==> config.mk <==
export PLATFORM = sky130hd
export DESIGN_NAME = master_qp_update
export DESIGN_NICKNAME = d
export VERILOG_FILES = /design/src/rtl/master_qp_update.sv
export SDC_FILE = /design/constraint.sdc
export NUM_CORES = 1
export LEC_CHECK = 0
export CAP_MARGIN = 20
export CORE_UTILIZATION = 60
export CTS_CLUSTER_SIZE = 24
export DETAILED_ROUTE_END_ITERATION = 8
export DONT_BUFFER_PORTS = 1
export PLACE_DENSITY = 0.77
export SYNTH_ARGS = -nofsm -noshare
export SYNTH_HDL_FRONTEND = slang
export SYNTH_SLANG_ARGS = --single-unit
==> constraint.sdc <==
create_clock -name clk -period 9.8 [get_ports clk]
set_clock_uncertainty 0.15 [all_clocks]
set_input_delay 0.98 -clock clk [delete_from_list [all_inputs] [get_ports clk]]
set_output_delay 0.98 -clock clk [all_outputs]
set_load 0.1 [all_outputs]
==> src/rtl/master_qp_update.sv <==
// Per-block master QP update: rate delta + fullness bias (or flatness override),
// clamped to the bit-depth legal range; sof reloads the slice initial QP.
module master_qp_update #(
  parameter int MAX_QP = 72
) (
  input  logic              clk,
  input  logic              rst,
  input  logic [1:0]        bits_per_component_coded,
  input  logic              sof,
  input  logic signed [7:0] init_qp,
  input  logic [11:0]       target_bits,
  input  logic [11:0]       block_bits,
  input  logic [7:0]        buffer_fullness,
  input  logic              flatness_flag,
  input  logic              block_valid,
  output logic              block_ready,
  output logic signed [7:0] masterQp,
  output logic              masterQp_valid
);

  localparam logic signed [9:0] MAX_QP_S = 10'(MAX_QP);

  typedef enum logic {IDLE, CALC} state_e;

  state_e            state_q, state_d;
  logic signed [3:0] delta_q, delta_d;
  logic signed [7:0] qp_q, qp_d;
  logic              vld_q, vld_d;

  logic signed [9:0]  min_qp;
  logic signed [12:0] diff;
  logic signed [3:0]  rate_delta, bias, total_delta;
  logic signed [9:0]  upd_sum, init_sum;

  // Clamp in the 10-bit domain; the result always fits in 8 bits.
  function automatic logic signed [7:0] clamp_qp(input logic signed [9:0] x,
                                                 input logic signed [9:0] mn);
    logic signed [9:0] r;
    if (x > MAX_QP_S)  r = MAX_QP_S;
    else if (x < mn)   r = mn;
    else               r = x;
    return r[7:0];
  endfunction

  always_comb begin
    case (bits_per_component_coded)
      2'd0:    min_qp = 10'sd16;
      2'd1:    min_qp = 10'sd0;
      default: min_qp = -10'sd16;
    endcase
  end

  assign diff = $signed({1'b0, block_bits}) - $signed({1'b0, target_bits});

  always_comb begin
    if      (diff >= 13'sd64)  rate_delta = 4'sd3;
    else if (diff >= 13'sd32)  rate_delta = 4'sd2;
    else if (diff >= 13'sd8)   rate_delta = 4'sd1;
    else if (diff > -13'sd8)   rate_delta = 4'sd0;
    else if (diff > -13'sd32)  rate_delta = -4'sd1;
    else                       rate_delta = -4'sd2;

    if      (buffer_fullness >= 8'd224) bias = 4'sd2;
    else if (buffer_fullness >= 8'd192) bias = 4'sd1;
    else if (buffer_fullness <= 8'd32)  bias = -4'sd1;
    else                                bias = 4'sd0;

    // Flat blocks in a non-full buffer get a fixed QP drop for visual quality.
    if (flatness_flag && (buffer_fullness < 8'd192)) total_delta = -4'sd4;
    else                                             total_delta = rate_delta + bias;
  end

  assign upd_sum  = {{2{qp_q[7]}}, qp_q} + {{6{delta_q[3]}}, delta_q};
  assign init_sum = {{2{init_qp[7]}}, init_qp};

  always_comb begin
    state_d = state_q;
    delta_d = delta_q;
    qp_d    = qp_q;
    vld_d   = 1'b0;
    if (sof) begin
      qp_d    = clamp_qp(init_sum, min_qp);
      vld_d   = 1'b1;
      delta_d = 4'sd0;
      state_d = IDLE;
    end else begin
      case (state_q)
        IDLE: if (block_valid) begin
          delta_d = total_delta;
          state_d = CALC;
        end
        CALC: begin
          qp_d    = clamp_qp(upd_sum, min_qp);
          vld_d   = 1'b1;
          state_d = IDLE;
        end
        default: state_d = IDLE;
      endcase
    end
  end

  always_ff @(posedge clk or posedge rst) begin
    if (rst) begin
      state_q <= IDLE;
      delta_q <= 4'sd0;
      qp_q    <= 8'sd0;
      vld_q   <= 1'b0;
    end else begin
      state_q <= state_d;
      delta_q <= delta_d;
      qp_q    <= qp_d;
      vld_q   <= vld_d;
    end
  end

  assign block_ready    = (state_q == IDLE);
  assign masterQp       = qp_q;
  assign masterQp_valid = vld_q;

endmodule

==> After elaboration in Yosys (flattened, before gate mapping) <==
Cells that the tools add are included.
{ "totals": {"ff_bits": 14, "inputBits": 47, "output_inout_bits": 10, "wordCells": 52} }
{ "op_classes": {"n_addsub": 3, "order_cmp": 13, "n_eq_ne": 2, "n_mux": 24, "n_bitwise": 1, "reduce_logical": 5} }
{ "ops": {"columns": ["operator", "count"], "rows": [
  ["$mux W8", 6],
  ["$mux W4", 11],
  ["$pmux W10 S2", 1],
  ["$ge A8 B8 Y1 const B", 2],
  ["$ge A13 B5 Y1 const B", 1],
  ["$ge A13 B7 Y1 const B", 1],
  ["$ge A13 B8 Y1 const B", 1],
  ["$gt A13 B4 Y1 const B", 1],
  ["$gt A13 B6 Y1 const B", 1],
  ["$sub A12 B12 Y13", 1],
  ["$lt A8 B10 Y1", 1],
  ["$lt A9 B10 Y1", 1],
  ["$add A8 B4 Y9", 1],
  ["$gt A9 B8 Y1 const B", 1],
  ["$gt A8 B8 Y1 const B", 1],
  ["$le A8 B6 Y1 const B", 1],
  ["$lt A8 B8 Y1 const B", 1],
  ["$mux W1", 5],
  ["$add A4 B4 Y4", 1],
  ["$reduce_bool A2 Y1", 2],
  ["$eq A2 B1 Y1 const B", 1],
  ["$logic_not A2 Y1", 1],
  ["$ne A2 B2 Y1 const B", 1],
  ["$pmux W1 S2", 1],
  ["3 further kinds", 3]
]} }

==> Depth between registers and ports, before layout <==
{ "logic_depth": {"depth_word": 12, "ltp_mapped": 15, "mapped_depth_nobuf": 15} }

==> Worst setup path after synthesis <==
No wires, ideal clock.
{ "synth_timing": {"kind": "input-to-reg", "start": "input port target_bits[7]", "end": "register delta_q[3]", "setup_ns": 0.099, "arrival_ns": 3.825, "required_ns": 9.551, "path_slack_ns": 5.726, "path_stages": 14, "path_buffers": 1, "path_cell_list": "inv_1 ha_1 clkbuf_1 a21o_1 a21o_1 or3_1 o211ai_1 nand3_1 nor4b_2 a21oi_1 ha_1 a2111oi_0 a21oi_1 a311oi_1"} }
{ "synth_via": {"elab_chain_cells": 12, "word_cells_on_any_way": 16, "classes_between": "add/sub (2); order compare (5); mux (9)"} }
{ "synth_rtl": {"columns": ["item", "line_no", "rtl"], "rows": [
  ["from (decl)", "11", "input logic [11:0] target_bits,"],
  ["$sub A12 B12 Y13 *", "53", "assign diff = $signed({1'b0, block_bits}) - $signed({1'b0, target_bits});"],
  ["$gt A13 B6 Y1", "60", "else if (diff > -13'sd32) rate_delta = -4'sd1;"],
  ["$mux W1", "60", null],
  ["$mux W4", "59", "else if (diff > -13'sd8) rate_delta = 4'sd0;"],
  ["$mux W4", "58", "else if (diff >= 13'sd8) rate_delta = 4'sd1;"],
  ["$mux W4", "57", "else if (diff >= 13'sd32) rate_delta = 4'sd2;"],
  ["$mux W4 *", "56", "if (diff >= 13'sd64) rate_delta = 4'sd3;"],
  ["$add A4 B4 Y4 *", "70", "else total_delta = rate_delta + bias;"],
  ["$mux W4 *", "69", "if (flatness_flag && (buffer_fullness < 8'd192)) total_delta = -4'sd4;"],
  ["$mux W4 *", "88", "IDLE: if (block_valid) begin"],
  ["$mux W4 *", "87", "case (state_q)"],
  ["$mux W4 *", "81", "if (sof) begin"],
  ["to (signal assigned)", "110", "delta_q <= delta_d;"],
  ["to (decl)", "26", "logic signed [3:0] delta_q, delta_d;"]
]} }
Mark *: on every way between the ends. The rest lies on a longest branch, timed or not. The select of a mux whose other input is x is not followed.
A chain may end at the register's enable or synchronous reset.

==> Final worst setup path <==
{ "layout_timing": {"start": "register qp_q[0] (netlist: masterQp[0])", "end": "register qp_q[6] (netlist: masterQp[6])"} }
{ "layout_via": {"elab_chain_cells": 6, "word_cells_on_any_way": 7, "classes_between": "add/sub (1); order compare (2); mux (4)"} }
{ "layout_rtl": {"columns": ["item", "line_no", "rtl"], "rows": [
  ["from (decl)", "27", "logic signed [7:0] qp_q, qp_d;"],
  ["from (signal assigned)", "111", "qp_q <= qp_d;"],
  ["$add A8 B4 Y9 *", "73", "assign upd_sum = {{2{qp_q[7]}}, qp_q} + {{6{delta_q[3]}}, delta_q};"],
  ["$lt A9 B10 Y1", "40", "else if (x < mn) r = mn;"],
  ["$mux W8", "40", null],
  ["$mux W8 *", "39", "if (x > MAX_QP_S) r = MAX_QP_S;"],
  ["$mux W8 *", "87", null],
  ["$mux W8 *", "81", null]
]} }
Marks and branches as above.

==> results.yml <==
run_status:
  outcome: "complete, no violations"
finish:
  mostFrequentLayoutCell: "ha_1"
  seqCellArea_um2: 350
  insertedDiodeCount: 0
  drive_above_1_share: 0.0435
  fin_cells: 347
  multiInputGateArea_um2: 1900
  final_nets: 380
  syn_to_final_growth_pct: 3.72
  utilization: 0.661
  nFillCells: 334
  layout_common_cells: "ha_1, inv_1, nand2_1"
setup_path:
  critPathArrivalTime_ps: 4280
  crit_fanout: 5
  worst-endpoint-required_ps: 9790
  critical_path_class: "reg -> reg"
  cp-end-kind: "flip-flop"
  worstPathCellList: "ha_1 -> fa_1 -> a211o_1 -> a2111o_1 -> o311ai_2 -> ha_1 -> a211o_1 -> a31oi_1 -> nor2_2 -> mux2_1 -> o221a_1"
  worst_path_max_delay_cell: "dfrtp_1"
  startpoint_type: "flip-flop"
  max_stage_delay_ps: 740
logic_synthesis:
  synth_edf_count: 0
  ys_seq_elements: 14
  synthFlopType: "dfrtp_1"
  synth_fp_nets: 382
  yosys_warnings: 0
  syn-cell-area_um2: 2390
  postSynthAreaPerCell_um2: 7.90
  async_flop_share: 1.00
  yosysUniqueCellTypes: 67
  syn_inst: 302
  ys_seq_area_frac: 0.147
routing:
  post_drt_wl_per_cell_um: 14.7
  route.detailed.drc: 0
  vias: 2220
  drtAntennaViolNets: 0
  firstDrtPassIters: 4
  vias_per_cell: 6.40
  finalWirelength_mm: 5.11
  first_iter_violations: 121
clock_tree:
  cts_num_sinks: 14
  cts-root-buf: "clkbuf_8"
  postCtsSetupBuffers: 0
  cts-resized-gates: 0
  ctsHoldBuffers: 0
  cts_htree_levels: 1
  clk_pin_slew_worst_paths_ps: 70
  ctsLongestPathBuffers: 2
  clk_latency_ps: 250
  cts_tree: "done"
  cts_buffers: 3
power_and_ir_drop:
  p_sw_uw: 189
  sequentialPowerShare: 0.315
  total_power_uw: 375
  swShare: 0.503
  peakVddDrop_mv: 0.105
  p_clk_frac: 0.153
  power.leakage_uw: 0.00118
  p_int_uw: 186
  power.combinational.fraction: 0.532
  power_density_nw_per_um2: 151
place:
  dp_slack_ps: 5390
  dpl.cell_count: 343
  dp_hpwl_mm: 4.36
  port_buffers: 0
  routabilityCongestion: 0.897
timing:
  maxSlewViolCount: 0
  tns_ps: 0
  max_freq_ghz: 0.233
  max_slew_margin: 0.341
  hold_violations: 0
  tightest_slew_ps: 988
  min_period_ps: 4290
  min_period_over_period: 0.437
  fin_ws_ps: 5510
  rsz0062_at_grt: "false"
  setup_violations: 0
global_route:
  grt_pass1_vias: 1980
  antenna_found_initial: 0
  grt_first_pass_wirelength_mm: 8.45
  grt_overflow: 0
  track_usage: 0.247
  grt_max_degree: 15
floorplan:
  floorplan.initialDensity: 0.638
  io_pins: 57
  die_area_um2: 4230
  coreArea_um2: 3740
  die_x_um: 65.1
  dieHeight_um: 65.1
  rows: 22
flow_run:
  drv_cap: 0
worst_hold_path:
  min_path_type: "reg -> reg"
## critical path: cells and delay by family (launching register included)
kind | cells | cell delay [ps]
simple gates | 1 | 140
flops | 1 | 740
compound gates | 6 | 1620
fa+ha+maj | 3 | 1210
mux | 1 | 330
## stage by stage
step / area, µm² / hold WS [ps]
2_1_floorplan: 2390 / 346
3_3_place_gp: 2420 / 374
3_5_place_dp: 2420 / 378
4_1_cts: 2480 / 386
5_1_grt: 2480 / 445
6_report: 2480 / 382
## synth_stat cells (7+ instances only)
cell type  instances  area, µm²
nand2b_1           8       50.1
a21oi_1           18       90.1
nor2b_1            9       56.3
nand2_1           25       93.8
dfrtp_1           14        350
nor3_1             8       40.0
clkbuf_1           7       26.3
nand3_1            7       35.0
a21o_1             9       67.6
nor2_1            14       52.6
mux2i_1            8       80.1
o21ai_0           10       50.1
and2_1             8       50.1
ha_1              30        375
inv_1             29        109
## area by class of cell
type / instances / share of cell area
Inverter: 29 / 0.0440
Clock buffer: 4 / 0.0222
Multi-Input combinational cell: 252 / 0.768
Tap cell: 48 / 0.0243
Sequential cell: 14 / 0.141
## metal layers
layer  vias to the layer above  global-route usage  wire [µm]
li1                       1136                   -          -
met1                      1023               0.369       2610
met2                        57               0.393       2260
met3                         4              0.0317        212
met4                         0              0.0163         14
met5                         -                   0          0
## power by group through the flow
stage | Clock, µW | Sequential, µW | Combinational, µW
2_1_floorplan | 0 | 117 | 165
3_3_place_gp | 0 | 120 | 193
3_5_place_dp | 0 | 120 | 198
4_1_cts | 58.5 | 118 | 199
5_1_grt | 60.6 | 119 | 223
6_report | 57.3 | 118 | 199
## worst paths after layout
kind / start / end / slack, ps / cells after the start
max in group asynchronous: rst / delta_q[1] / 8630 / 1
min in group asynchronous: rst / masterQp[2] / 510 / 1
max reg2reg: masterQp[0] / masterQp[6] / 5510 / 11
min reg2reg: delta_q[0] / delta_q[0] / 380 / 2
max: masterQp[0] / masterQp[6] / 5510 / 11
min: delta_q[0] / delta_q[0] / 380 / 2
## state kept, by name, indices dropped and copies added, names as in the netlist
signal and count:
masterQp 8, delta_q 4, masterQp_valid 1, state_q 1
## logic make-up after synthesis
group,synth area share
xor+xnor,0.0183
simple gates,0.237
buf+inv,0.0566
mux,0.0383
fa+ha+maj,0.182
compound gates,0.321
flops,0.147
Note: power is estimated with default switching activity, not from simulation.
==> RTL change 1: new RTL, same flow settings <==
Register the input `target_bits` before use, cleared by the reset. The logic sees it one clock later. The other inputs are not delayed to match.
--- a/src/rtl/master_qp_update.sv
+++ b/src/rtl/master_qp_update.sv
@@ -21,6 +21,16 @@
   localparam logic signed [9:0] MAX_QP_S = 10'(MAX_QP);
 
   typedef enum logic {IDLE, CALC} state_e;
+
+  logic [11:0] target_bits_q;
+
+  always_ff @(posedge clk or posedge rst) begin
+    if (rst) begin
+      target_bits_q <= '0;
+    end else begin
+      target_bits_q <= target_bits;
+    end
+  end
 
   state_e            state_q, state_d;
   logic signed [3:0] delta_q, delta_d;
@@ -50,7 +60,7 @@
     endcase
   end
 
-  assign diff = $signed({1'b0, block_bits}) - $signed({1'b0, target_bits});
+  assign diff = $signed({1'b0, block_bits}) - $signed({1'b0, target_bits_q});
 
   always_comb begin
     if      (diff >= 13'sd64)  rate_delta = 4'sd3;
Check against the original RTL: not equivalent (Yosys sat finds a counterexample within 4 cycles, from zero or initial values and one cycle with rst high).
==> RTL change 1 against the original RTL <==
Synthesized area is 8.5% higher. Critical path type is now input port to flop. Hold slack worse by 1.3 ps. Total power is 22% higher. Sequential power is 45% higher. Non-clock buffer count is 1 higher. Setup slack worse by 23 ps. Sequential cell count is 12 higher. Design area is 11% higher. Fmax is 0.54% lower. Wire length is 11% higher. Sequential share of layout area is 9.6 points higher. Via count is 2.3% higher.
==> RTL change 1: results (changes against the original RTL) <==
- The count of synthesis-stage warnings from yosys is 0 (unchanged).
- The number of fillers in the final layout is 362 (+8.4%).
- The sequential cell area fraction in the yosys report is 25.1% (+10 points).
- The post-synthesis cell type count is 62 (-7.5%).
- The count of TritonRoute iterations in the first routing pass is 4 (unchanged).
- The largest register by flop count is target_bits_q.
- The routability congestion estimate from global placement came to 0.877 (-2.3%).
- The worst-path maximum fanout is 4 (-1).
- The total of cells resized after clock tree synthesis was 0 (unchanged).
- The static leakage came to 1.30 nW (+9.8%).
- The worst slew margin relative to its limit is 33.8% (-0.27 points).
- The tightest min-delay check is of the input port to async pin type.
- The maximum number of pins on one net before global-route repair is 27 (+12).
- The cell with the largest stage delay on the worst path is sky130_fd_sc_hd__a2111oi_0.
- The maximum resistive drop on vdd was 122 µV (+16%).
- The met3 track utilization from global routing is 7.60% (+4.4 points).
- The count of buffers added by post-CTS timing repair for setup is 0 (unchanged).
- The async set-reset flop share out of synthesis is 100% (unchanged).
- The detailed placer's ending HPWL is 4570 µm (+4.8%).
- The non-filler instance count after layout is 355 (+2.3%).
- After synthesis, the cell types taking the most area are sky130_fd_sc_hd__dfrtp_1, sky130_fd_sc_hd__ha_1, sky130_fd_sc_hd__inv_1, sky130_fd_sc_hd__a21oi_1, sky130_fd_sc_hd__nand2b_1.
- The commonest cells after synthesis are sky130_fd_sc_hd__ha_1, sky130_fd_sc_hd__inv_1, sky130_fd_sc_hd__dfrtp_1.
- The total number of vias came to 2272 (+2.3%).
- The flow ran to the end, and the final reports show no timing, DRC or antenna violations.
- The origin of the critical flop-to-flop path is masterQp[0].
- The kind of cell with the highest combined delay along the critical path is compound AO/OA/AOI/OAI gates.
- The clock insertion delay at the later pin of the skew report came to 280 ps (+30 ps).
- The number of global-route vias before repair is 2018 (+1.9%).
- The beginning of the critical path is block_bits[0].
- The arrival time of the worst setup path is 4350 ps (+70 ps).
- The final layout net count is 386 (+1.6%).
- The diode insertion count for antenna repair came to 0 (unchanged).
- The root buffer cell is sky130_fd_sc_hd__clkbuf_8.
- The number of DRC markers after the initial detailed-route iteration was 111 (-8.3%).
- The cell count after placement is 350 (+2.0%).
- The first-pass GRT wire length is 8900 µm (+5.3%).
- The number of antenna violations at the first check in global routing came to 0 (unchanged).
- The fraction of met2 tracks used by global routing was 41.1% (+1.8 points).
- The total number of H-tree levels is 1 (unchanged).
- The met1 capacity usage during global routing is 35.8% (-1.1 points).
- The fraction of layout cells with a size suffix above 1 was 6.23% (+1.9 points).
- The clock-pin slew of the registers on the worst-case setup and hold paths is 100 ps (+30 ps).
- The stage delay of the slowest cell on the critical path is 420 ps (-320 ps).
- The minimum setup slack among reg-to-reg paths is 5570 ps (+60 ps).
- The overall track demand over capacity in global routing is 26.1% (+1.4 points).
- The routed wire length was 5680 µm (+11%).
- The number of flip-flops in the largest register is 12 (+4).
RTL change 1: cell count changes after synthesis, sizes merged, moves of 3 or more:
cell,delta
dfrtp,+12
a21oi,+3
nor2,+6
o21a,+3
a21boi,-3
a211oi,+3
nand2b,+4
nand2,-7
clkbuf,-5
a21o,-5
RTL change 1: worst max path at each step:
stage                       endpoint  slack (ps)  cells after the start
final                     delta_q[3]        5490                     14
after detailed placement  delta_q[3]        5220                     14
after floorplan           delta_q[3]        5560                     14
after global routing      delta_q[3]        5290                     14
after CTS                 delta_q[3]        5480                     14
after global placement    delta_q[3]        5380                     14
RTL change 1: routing by layer:
metal | wire length (µm) | vias to the layer above
met5 | 0 | -
met4 | 35 | 0
met3 | 481 | 5
met2 | 2460 | 85
met1 | 2700 | 1045
li1 | - | 1137
RTL change 1: layout make-up:
cell class | instances | area share [%]
clock inverter | 1 | 1.09
timing repair buffer | 1 | 1.00
multi-input combinational | 244 | 66.3
sequential | 26 | 23.7
clock buffer | 3 | 1.50
inverter | 30 | 4.10
tap | 50 | 2.28
RTL change 1: where the power goes:
part           internal, mW  switching, mW
registers             0.116         0.0552
logic                0.0856          0.111
clock network        0.0548         0.0360
RTL change 1: stage by stage:
step                instance area (µm²)  setup slack (ps)  hold slack (ps)
floorplan                          2590              5560              352
global placement                   2650              5380              366
CTS                                2720              5480              382
detailed placement                 2650              5220              368
finish                             2740              5490              380
global route                       2740              5290              385
RTL change 1: kinds of logic (layout without fill, tap and decap cells):
group / after synthesis / after routing / share of synthesized area, %
and+or+nand+nor: 101 / 101 / 20.9
DFF: 26 / 26 / 25.1
adders and majority gates: 33 / 33 / 16.8
AOI/OAI and AO/OA: 96 / 96 / 27.3
xor gates and xnor gates: 6 / 6 / 2.03
buffers and inverters: 32 / 35 / 4.64
muxes: 8 / 8 / 3.14
RTL change 1: worst reg2reg max path, delay by kind of cell (launching register included):
kind,cells,cell delay (ps)
mux,1,320
flops,1,750
compound gates,6,1540
simple gates,1,130
fa+ha+maj,3,1220
==> RTL change 2: new RTL, same flow settings <==
Made on the original files. Set the parameter `MAX_QP` to 54 (it was 72).
--- a/src/rtl/master_qp_update.sv
+++ b/src/rtl/master_qp_update.sv
@@ -1,7 +1,7 @@
 // Per-block master QP update: rate delta + fullness bias (or flatness override),
 // clamped to the bit-depth legal range; sof reloads the slice initial QP.
 module master_qp_update #(
-  parameter int MAX_QP = 72
+  parameter int MAX_QP = 54
 ) (
   input  logic              clk,
   input  logic              rst,
Check against the original RTL: not equivalent (Yosys sat finds a counterexample within 4 cycles, from zero or initial values and one cycle with rst high).
==> RTL change 2 against the original RTL <==
Synthesized area decreased by 3.5%. Sequential cell count unchanged. Setup slack got worse by 54 ps. Critical path depth increased by 2. Clock power decreased by 22%. Total power increased by 4.5%. Wire length decreased by 6.2%. Design area decreased by 4.0%.
==> RTL change 2: results (changes against the original RTL) <==
- The number of DRC markers after the initial detailed-route iteration was 95 (-21%).
- The flow ran to the end, and the final reports show no timing, DRC or antenna violations.
- The first-pass GRT wire length is 8090 µm (-4.3%).
- The minimum setup slack among reg-to-reg paths is 5460 ps (-50 ps).
- The cell count after placement came to 333 (-2.9%).
- The static leakage is 1.11 nW (-6.1%).
- The multi-input logic portion of the cell area is 77.1% (+0.25 points).
- The register share of the cell area is 14.7% (+0.59 points).
- The wire length on met3 is 252 µm (+19%).
- The met3 track utilization from global routing is 3.04% (-0.13 points).
- The number of fillers in the final layout is 326 (-2.4%).
- The multiplexer share of the synthesized area is 3.91% (+0.085 points).
- The length of routed wiring on met1 is 2420 µm (-7.5%).
- The overall track demand over capacity in global routing is 24.6% (-0.15 points).
- The routed wire length was 4790 µm (-6.2%).
- The sequential cell count came to 14 (unchanged).
- The average instance area after synthesis is 7.92 µm² (+0.14%).
- The met1 capacity usage during global routing is 36.0% (-0.86 points).
- After synthesis, the cell types taking the most area are sky130_fd_sc_hd__ha_1, sky130_fd_sc_hd__dfrtp_1, sky130_fd_sc_hd__inv_1, sky130_fd_sc_hd__nand2_1, sky130_fd_sc_hd__mux2i_1.
- The fraction of layout cells with a size suffix above 1 is 5.90% (+1.6 points).
- The logic depth of the worst register-to-register path came to 13 (+2).
- By count the netlist is led by sky130_fd_sc_hd__ha_1, sky130_fd_sc_hd__inv_1, sky130_fd_sc_hd__nand2_1.
- The count of non-CTS inverters in the layout is 25 (-14%).
- The xor and xnor area share after synthesis came to 4.51% (+2.7 points).
- The adder-cell share of the synthesized area is 18.9% (+0.66 points).
- The actual transition at the worst max-transition pin was 1000 ps (+15.8 ps).
- The maximum resistive drop on vdd is 169 µV (+61%).
- The post-synthesis cell type count is 61 (-9.0%).
- The worst-path maximum fanout is 8 (+3).
- The detailed placer's ending HPWL is 3970 µm (-8.9%).
- The clock-pin slew of the registers on the worst-case setup and hold paths is 50 ps (-20 ps).
- The arrival time of the worst setup path came to 4300 ps (+20 ps).
- The count of multi-input gates is 246 (-2.4%).
- The length of routed met2 wiring is 2080 µm (-8.0%).
- The number of global-route vias before repair is 1888 (-4.6%).
RTL change 2: changes by cell type after synthesis, moves of 4 or more:
cell | unedited run | this run
sky130_fd_sc_hd__nor2_1 | 14 | 20
sky130_fd_sc_hd__o221ai_1 | 5 | 0
sky130_fd_sc_hd__nor3_1 | 8 | 4
sky130_fd_sc_hd__inv_1 | 29 | 25
sky130_fd_sc_hd__a21oi_1 | 18 | 14
sky130_fd_sc_hd__nand3_1 | 7 | 14
sky130_fd_sc_hd__clkbuf_1 | 7 | 2
sky130_fd_sc_hd__and2_1 | 8 | 3
RTL change 2: critical path, cell delays in order, from the launching register on:
cell and delay, ps:
sky130_fd_sc_hd__dfrtp_1 750, sky130_fd_sc_hd__ha_1 450, sky130_fd_sc_hd__fa_1 450, sky130_fd_sc_hd__a21o_1 190, sky130_fd_sc_hd__a21o_1 240, sky130_fd_sc_hd__and4b_1 200, sky130_fd_sc_hd__a311o_1 400, sky130_fd_sc_hd__ha_1 310
sky130_fd_sc_hd__o21ai_0 80, sky130_fd_sc_hd__nand3_1 90, sky130_fd_sc_hd__o21ai_0 110, sky130_fd_sc_hd__nor2_2 370, sky130_fd_sc_hd__mux2i_1 300, sky130_fd_sc_hd__o221ai_2 120
RTL change 2: path summary, 6_finish.rpt:
check / start / endpoint
max: masterQp[0] / masterQp[7]
min: delta_q[0] / delta_q[0]
max reg2reg: masterQp[0] / masterQp[7]
min reg2reg: delta_q[0] / delta_q[0]
max in group asynchronous: rst / masterQp[2]
min in group asynchronous: rst / masterQp[0]
RTL change 2: where the power goes:
part / switching (mW) / internal, mW
registers: 0.0638 / 0.0653
logic: 0.127 / 0.0917
clock network: 0.0176 / 0.0271
total: 0.208 / 0.184
